$ cat config.mk
export PLATFORM = sky130hd
export DESIGN_NAME = parking_gate_arbiter
export DESIGN_NICKNAME = d
export VERILOG_FILES = /design/src/rtl/parking_gate_arbiter.sv
export SDC_FILE = /design/constraint.sdc
export NUM_CORES = 1
export LEC_CHECK = 0
export BUFFER_PORTS_ARGS = -buffer_cell sky130_fd_sc_hd__buf_2
export CELL_PAD_IN_SITES_DETAIL_PLACEMENT = 1
export CELL_PAD_IN_SITES_GLOBAL_PLACEMENT = 1
export CORE_ASPECT_RATIO = 1.5
export CORE_MARGIN = 1.5
export CORE_UTILIZATION = 39
export DETAILED_ROUTE_END_ITERATION = 16
export PLACE_DENSITY = 0.76
export SYNTH_ARGS = -nofsm -noshare
export SYNTH_HDL_FRONTEND = slang
export SYNTH_SLANG_ARGS = --single-unit
$ cat constraint.sdc
create_clock -name clock -period 2.5 [get_ports clock]
set_input_delay 0.5 -clock clock [delete_from_list [all_inputs] [get_ports clock]]
set_output_delay 0.5 -clock clock [all_outputs]
set_load 0.01 [all_outputs]
$ cat src/rtl/parking_gate_arbiter.sv
// ---------------------------------------------------------------------------
// parking_gate_arbiter
//
// Shares the single car-event interface of the parking occupancy counter
// between several entry and exit gates. One gate is served at a time: exits
// always get a strobe; entries get a strobe only when the counter reports
// space for the car's class, otherwise the gate is denied. Every strobe is
// followed by a settle window so the counter's space flags are up to date
// before the next request is sampled.
//
// Ports
//   clock                  system clock, rising edge
//   reset                  asynchronous active-low reset
//   entry_req[NUM_ENTRY]   level request per entry gate
//   entry_is_uni[NUM_ENTRY] class of waiting car (1 = university)
//   exit_req[NUM_EXIT]     level request per exit gate
//   exit_is_uni[NUM_EXIT]  class of exiting car
//   uni_is_vacated_space   counter flag: university space available
//   free_is_vacated_space  counter flag: free space available
//   entry_grant/entry_deny one-cycle pulses per entry gate
//   exit_grant             one-cycle pulse per exit gate
//   car_entered/is_uni_car_entered  entry strobe and class to the counter
//   car_exited/is_uni_car_exited    exit strobe and class to the counter
//   busy                   high whenever the FSM is not IDLE
// ---------------------------------------------------------------------------
module parking_gate_arbiter #(
  parameter int NUM_ENTRY     = 2,
  parameter int NUM_EXIT      = 2,
  parameter int PULSE_CYCLES  = 2,
  parameter int SETTLE_CYCLES = 2
) (
  input  logic                 clock,
  input  logic                 reset,
  input  logic [NUM_ENTRY-1:0] entry_req,
  input  logic [NUM_ENTRY-1:0] entry_is_uni,
  input  logic [NUM_EXIT-1:0]  exit_req,
  input  logic [NUM_EXIT-1:0]  exit_is_uni,
  input  logic                 uni_is_vacated_space,
  input  logic                 free_is_vacated_space,
  output logic [NUM_ENTRY-1:0] entry_grant,
  output logic [NUM_ENTRY-1:0] entry_deny,
  output logic [NUM_EXIT-1:0]  exit_grant,
  output logic                 car_entered,
  output logic                 is_uni_car_entered,
  output logic                 car_exited,
  output logic                 is_uni_car_exited,
  output logic                 busy
);

  localparam int EW      = (NUM_ENTRY > 1) ? $clog2(NUM_ENTRY) : 1;
  localparam int XW      = (NUM_EXIT > 1) ? $clog2(NUM_EXIT) : 1;
  localparam int CNT_MAX = (PULSE_CYCLES > SETTLE_CYCLES) ? PULSE_CYCLES : SETTLE_CYCLES;
  localparam int CW      = (CNT_MAX > 1) ? $clog2(CNT_MAX) : 1;

  localparam logic CLASS_ENTRY = 1'b0;
  localparam logic CLASS_EXIT  = 1'b1;

  typedef enum logic [1:0] {
    S_IDLE,
    S_PULSE,
    S_SETTLE,
    S_DENY
  } state_t;

  state_t               state_reg, state_next;
  logic [CW-1:0]        cnt_reg, cnt_next;
  logic [EW-1:0]        entry_ptr_reg, entry_ptr_next;
  logic [XW-1:0]        exit_ptr_reg, exit_ptr_next;
  logic                 last_class_reg, last_class_next;

  logic [NUM_ENTRY-1:0] entry_grant_reg, entry_grant_next;
  logic [NUM_ENTRY-1:0] entry_deny_reg, entry_deny_next;
  logic [NUM_EXIT-1:0]  exit_grant_reg, exit_grant_next;
  logic                 car_entered_reg, car_entered_next;
  logic                 uni_entered_reg, uni_entered_next;
  logic                 car_exited_reg, car_exited_next;
  logic                 uni_exited_reg, uni_exited_next;

  // Round-robin candidate search
  logic                 entry_found;
  logic [EW-1:0]        entry_sel;
  logic [EW-1:0]        entry_probe;
  logic                 exit_found;
  logic [XW-1:0]        exit_sel;
  logic [XW-1:0]        exit_probe;

  logic                 serve_exit;
  logic                 serve_entry;
  logic                 entry_cls;
  logic                 entry_space;
  logic                 sample;

  // Scan offsets from highest to lowest so the request closest to the
  // pointer is the last one written and therefore wins.
  always_comb begin
    entry_found = 1'b0;
    entry_sel   = '0;
    entry_probe = '0;
    for (int k = NUM_ENTRY - 1; k >= 0; k--) begin
      entry_probe = EW'((int'(entry_ptr_reg) + k) % NUM_ENTRY);
      if (entry_req[entry_probe]) begin
        entry_found = 1'b1;
        entry_sel   = entry_probe;
      end
    end
  end

  always_comb begin
    exit_found = 1'b0;
    exit_sel   = '0;
    exit_probe = '0;
    for (int k = NUM_EXIT - 1; k >= 0; k--) begin
      exit_probe = XW'((int'(exit_ptr_reg) + k) % NUM_EXIT);
      if (exit_req[exit_probe]) begin
        exit_found = 1'b1;
        exit_sel   = exit_probe;
      end
    end
  end

  // With both classes pending, alternate away from the class served last.
  assign serve_exit  = exit_found && (!entry_found || (last_class_reg == CLASS_ENTRY));
  assign serve_entry = entry_found && !serve_exit;
  assign entry_cls   = entry_is_uni[entry_sel];
  assign entry_space = entry_cls ? uni_is_vacated_space : free_is_vacated_space;

  always_comb begin
    state_next       = state_reg;
    cnt_next         = cnt_reg;
    entry_ptr_next   = entry_ptr_reg;
    exit_ptr_next    = exit_ptr_reg;
    last_class_next  = last_class_reg;
    entry_grant_next = '0;
    entry_deny_next  = '0;
    exit_grant_next  = '0;
    car_entered_next = car_entered_reg;
    uni_entered_next = uni_entered_reg;
    car_exited_next  = car_exited_reg;
    uni_exited_next  = uni_exited_reg;
    sample           = 1'b0;

    case (state_reg)
      S_IDLE: begin
        sample = 1'b1;
      end
      S_PULSE: begin
        if (cnt_reg == CW'(PULSE_CYCLES - 1)) begin
          state_next       = S_SETTLE;
          cnt_next         = '0;
          car_entered_next = 1'b0;
          car_exited_next  = 1'b0;
        end else begin
          cnt_next = cnt_reg + CW'(1);
        end
      end
      S_SETTLE: begin
        // The edge that ends the settle window is itself a sample edge, so
        // back-to-back cars run at PULSE_CYCLES + SETTLE_CYCLES spacing.
        if (cnt_reg == CW'(SETTLE_CYCLES - 1)) begin
          state_next       = S_IDLE;
          cnt_next         = '0;
          uni_entered_next = 1'b0;
          uni_exited_next  = 1'b0;
          sample           = 1'b1;
        end else begin
          cnt_next = cnt_reg + CW'(1);
        end
      end
      S_DENY: begin
        state_next = S_IDLE;
      end
      default: begin
        state_next = S_IDLE;
      end
    endcase

    if (sample) begin
      if (serve_exit) begin
        exit_grant_next[exit_sel] = 1'b1;
        car_exited_next           = 1'b1;
        uni_exited_next           = exit_is_uni[exit_sel];
        exit_ptr_next   = (exit_sel == XW'(NUM_EXIT - 1)) ? '0 : exit_sel + XW'(1);
        last_class_next = CLASS_EXIT;
        state_next      = S_PULSE;
        cnt_next        = '0;
      end else if (serve_entry) begin
        entry_ptr_next  = (entry_sel == EW'(NUM_ENTRY - 1)) ? '0 : entry_sel + EW'(1);
        last_class_next = CLASS_ENTRY;
        cnt_next        = '0;
        if (entry_space) begin
          entry_grant_next[entry_sel] = 1'b1;
          car_entered_next            = 1'b1;
          uni_entered_next            = entry_cls;
          state_next                  = S_PULSE;
        end else begin
          entry_deny_next[entry_sel] = 1'b1;
          state_next                 = S_DENY;
        end
      end
    end
  end

  always_ff @(posedge clock or negedge reset) begin
    if (!reset) begin
      state_reg       <= S_IDLE;
      cnt_reg         <= '0;
      entry_ptr_reg   <= '0;
      exit_ptr_reg    <= '0;
      last_class_reg  <= CLASS_ENTRY;
      entry_grant_reg <= '0;
      entry_deny_reg  <= '0;
      exit_grant_reg  <= '0;
      car_entered_reg <= 1'b0;
      uni_entered_reg <= 1'b0;
      car_exited_reg  <= 1'b0;
      uni_exited_reg  <= 1'b0;
    end else begin
      state_reg       <= state_next;
      cnt_reg         <= cnt_next;
      entry_ptr_reg   <= entry_ptr_next;
      exit_ptr_reg    <= exit_ptr_next;
      last_class_reg  <= last_class_next;
      entry_grant_reg <= entry_grant_next;
      entry_deny_reg  <= entry_deny_next;
      exit_grant_reg  <= exit_grant_next;
      car_entered_reg <= car_entered_next;
      uni_entered_reg <= uni_entered_next;
      car_exited_reg  <= car_exited_next;
      uni_exited_reg  <= uni_exited_next;
    end
  end

  assign entry_grant        = entry_grant_reg;
  assign entry_deny         = entry_deny_reg;
  assign exit_grant         = exit_grant_reg;
  assign car_entered        = car_entered_reg;
  assign is_uni_car_entered = uni_entered_reg;
  assign car_exited         = car_exited_reg;
  assign is_uni_car_exited  = uni_exited_reg;
  assign busy               = (state_reg != S_IDLE);

endmodule

Word level (Yosys, flattened, before mapping)
Cells that the tools add are included.
- register bits after elaboration: 16
- input port bits: 12
- output and inout port bits: 11
- word-level logic and storage cells: 117
- add/subtract/negate cells: 5
- $lt $le $gt $ge: 8
- equality and inequality tests: 3
- muxes and demuxes: 73
- bitwise operators: 2
- reduce and logical (&&, ||, !) cells: 14
- operator list (cell ; count):
    2-to-1 mux 1 bit ; 53
    2-to-1 mux 2 bit ; 16
    < comparator 1 x 2 -> 1 bit, second input constant ; 6
    one-hot mux 2 bit (3 select lines) ; 1
    adder 1 bit, second input constant ; 5
    equality test 2 bit, second input constant ; 2
    logical AND 1 bit ; 4
    AND reduction 2 bit ; 2
    nonzero test 2 bit ; 2
    AND reduction 3 bit ; 1
    demux 1 bit (select 1 bit) ; 2
    equality test 2 x 1 -> 1 bit, second input constant ; 1
    greater-or-equal comparator 1 bit, second input constant ; 2
    zero test 1 bit ; 2
    zero test 2 bit ; 1
    inverter 1 bit ; 2
    one-hot mux 1 bit (2 select lines) ; 1
    OR reduction 2 bit ; 1
    logical OR 1 bit ; 1

Longest topological paths before layout
- depth after elaboration: 13
- gate-level depth with buffers: 7
- mapped depth without buffers: 7

Worst setup path after synthesis
No wires, ideal clock.
- kind: input port to flip-flop
- start: input port entry_req[0]
- end: register car_entered_reg (netlist: car_entered)
- library setup time: 144 ps
- arrival: 1424 ps
- slack: 932 ps
- cell stages on the path: 5
- buffers on the path: 0
- path through: inv_2 -> o21ai_4 -> mux2i_2 -> mux2i_1 -> o21ai_0
- longest elaborated chain between the ends: 12
- RTL lines (element ; line ; text):
    from (decl) ; 34 ; input logic [NUM_ENTRY-1:0] entry_req,
    branches (longest 10 deep; another with 2-to-1 mux 1 bit) ; - ;
    2-to-1 mux 1 bit (*) ; 178 ; if (serve_exit) begin
    2-to-1 mux 1 bit (*) ; 177 ; if (sample) begin
    via car_entered_next ; 74 ; logic car_entered_reg, car_entered_next;
    to (signal assigned) ; 226 ; car_entered_reg <= car_entered_next;
    to (decl) ; 74 ;
Mark *: on every way through the listed nets, which the timed path passes. The select of a mux whose other input is x is not followed.
A chain may end at the register's enable or synchronous reset.

Worst setup path after layout
- start: register state_reg[0]
- end: output port busy
- longest elaborated chain between the ends: 1
- RTL lines (element ; line ; text):
    from (decl) ; 65 ; state_t state_reg, state_next;
    from (signal assigned) ; 218 ; state_reg <= state_next;
    nonzero test 2 bit ; 240 ; assign busy = (state_reg != S_IDLE);
    to (decl) ; 47 ; output logic busy
No other way between the ends.

==> summary.md <==
| Metric | Value |
|---|---|
| 1st-iter DRT viols | `6` |
| Critical R2R Launch | `state_reg[0]$_DFF_PN0_` |
| Critical Path Sink Type | `primary output` |
| Vias post-DR | `654` |
| TNS Setup | `0 ps` |
| Worst skew pair latency | `300 ps` |
| Mapped cell area | `774 um2` |
| Num CTS Buffers | `3` |
| TritonCTS clock tree | `yes` |
| Setup bufs post-CTS | `0` |
| Post-Syn Nets | `92` |
| Final Critical Period | `1770 ps` |
| Post-CTS sizing | `0` |
| Clock-pin slew on the worst setup and hold paths | `100 ps` |
| Cell Rows | `19` |
| # hold bufs at CTS | `0` |
| Pre-Repair DR Iteration Count | `2` |
| Ratio of cells with drive above 1 in the final layout | `31.1%` |
| Reg-to-reg endpoint | `is_uni_car_entered$_DFF_PN0_` |
| Crit Path Max Fanout | `4` |
| # fillers | `221` |
| Area leader, netlist | `dfrtp_1` |
| Status | `complete, no violations` |
| Syn avg cell area | `10.1 um2` |
| Die height | `57.6 um` |
| Initial antenna violation count | `0` |
| Clock sink count | `16` |
| RSZ-0062 raised after global routing | `false` |
| Skew final | `2.30 ps` |
| Initial Util | `41.8%` |
| Most common cell after layout, fill and taps aside | `buf_2` |
| Worst reg2reg path depth | `7` |
| Routed WL per cell | `15.1 um` |
| FF-to-FF setup slack | `750 ps` |
| PD cells | `1130 nW/um2` |
| Die footprint | `2270 um2` |
| Share of the synthesized area in the top cell type | `51.7%` |
| Yosys warnings | `0` |
| Slew Viols, Final | `0` |
| Number of setup violations in the final report | `0` |
| Synth Instances | `77` |
| Total grt overflow | `0` |
| Clk buf depth | `2` |
| Commonest non-fill, non-tap cells in the layout | `buf_2 (22), dfrtp_1 (16), nand2_1 (13), nor2_1 (9), inv_1 (6)` |
| First-pass GRT wire length | `3.12 mm` |
| Hold Vio Cnt, Final | `0` |
| Layout overhead on the synthesized area | `22.6%` |
| Root Driver | `clkbuf_4` |
| Netlist cell types | `26` |
| I/O pin cnt | `23` |
| Slew margin rel. | `58.6%` |
| All-layer global routing usage | `20.5%` |
| Worst endpoint data arrival time | `1270 ps` |
| Vias in the first global route | `685` |
| Peak VDD IR | `0.705 mV` |
| Fmax achieved | `0.565 GHz` |
| Routed Antenna Nets | `0` |
| Sequential fraction of the synthesis area | `51.7%` |
| Core area | `1850 um2` |
| Setup Crit Path Kind | `flop to primary output` |
| Detailed-route DRC error count | `0` |
| Number of vias per cell | `5.27` |
| Leakage | `0.000511 uW` |
| Hpwl dp | `1.58 mm` |
| Final net count | `119` |
| GP Congestion | `0.680` |
| Detailed Route WL | `1.88 mm` |
| Required @ worst endpoint | `2000 ps` |
| H-Tree Level Count | `1` |
| Antenna cells | `0` |
| Hold_ws | `93.4 ps` |
| Max-Cap Viols | `0` |
| Number of synthesized register bits | `16` |
| Worst slew pin tran | `621 ps` |
| Top cells by area, synth | `dfrtp_1 (52%), nand2_1 (6.3%), ha_1 (4.8%)` |
| Tcrit/Tclk final | `70.8%` |
| Min-delay worst type | `primary input to asynchronous set/reset pin` |
| Crit path launch type | `flop` |
| Pin count of the biggest net entering global routing | `17` |
| IO buf count | `22` |
| Die width | `39.4 um` |
-- synth_stat cells --
cell type,number
and2_1,2
nand2_1,13
a22o_1,1
o221ai_1,1
o21ai_4,1
nor2b_1,1
nor3_2,1
inv_1,6
nor2_1,9
nor3_1,2
o2111ai_1,1
a21oi_1,1
inv_2,1
mux2_4,1
a21boi_0,1
o211ai_1,1
o31ai_1,1
ha_1,3
o21ai_0,5
o32ai_1,1
mux2i_1,2
mux2i_2,1
dfrtp_1,16
a21o_1,3
clkbuf_2,1
xnor2_1,1
-- through the flow --
| stage | total power [uW] | util (%) | cell area (um2) | cells | worst slack, ps |
|---|---|---|---|---|---|
| after global routing | 1170 | 51.2 | 950 | 124 | 575 |
| after CTS | 1090 | 51.2 | 950 | 124 | 713 |
| after global placement | 880 | 49.3 | 913 | 120 | 720 |
| after detailed placement | 910 | 49.3 | 913 | 120 | 588 |
| final | 1080 | 51.2 | 950 | 124 | 729 |
| after floorplan | 743 | - | 774 | 77 | 932 |
-- power breakdown --
group	switching, uW	internal (uW)	total, uW	leakage (uW)
sequential	70.4	353	424	0.000202
combinational	274	200	474	0.000288
clock	88.8	88.9	178	0.0000210
-- critical path, stage by stage, from the launching register on --
cell     delay, ps
dfrtp_1        400
inv_1           70
ha_1           240
inv_1          120
buf_2          140
-- layer usage --
metal / GRT usage, % / wire (um)
met1: 21.8 / 662
met2: 35.7 / 1090
met3: 3.11 / 63
met4: 12.3 / 61
met5: 0 / 0
-- how the worst max path moves through the flow --
stage,startpoint,to,slack (ps),cells after the start
2_1_floorplan,entry_req[0],car_entered$_DFF_PN0_,930,5
3_3_place_gp,entry_req[0],car_entered$_DFF_PN0_,720,6
3_5_place_dp,entry_req[0],car_entered$_DFF_PN0_,590,6
4_1_cts,state_reg[0]$_DFF_PN0_,busy,710,4
5_1_grt,state_reg[0]$_DFF_PN0_,is_uni_car_entered$_DFF_PN0_,570,7
6_report,state_reg[0]$_DFF_PN0_,busy,730,4
-- logic make-up (layout without fill, tap and decap cells) --
group	Yosys count	in the layout	share of synthesized area, %
mux	4	4	6.30
compound gates	17	17	16.3
simple gates	28	28	15.7
xor+xnor	1	1	1.13
flops	16	16	51.7
fa+ha+maj	3	3	4.85
buf+inv	8	34	4.04
-- area by class of cell --
class / count / area [um2] / share of cell area (%)
sequential: 16 / 400 / 42.2
multi-input combinational: 53 / 343 / 36.1
timing repair buffer: 23 / 118 / 12.4
clock buffer: 4 / 36.3 / 3.82
tap: 21 / 26.3 / 2.77
inverter: 7 / 26.3 / 2.77
No activity file was read; power rests on OpenSTA's default activity.
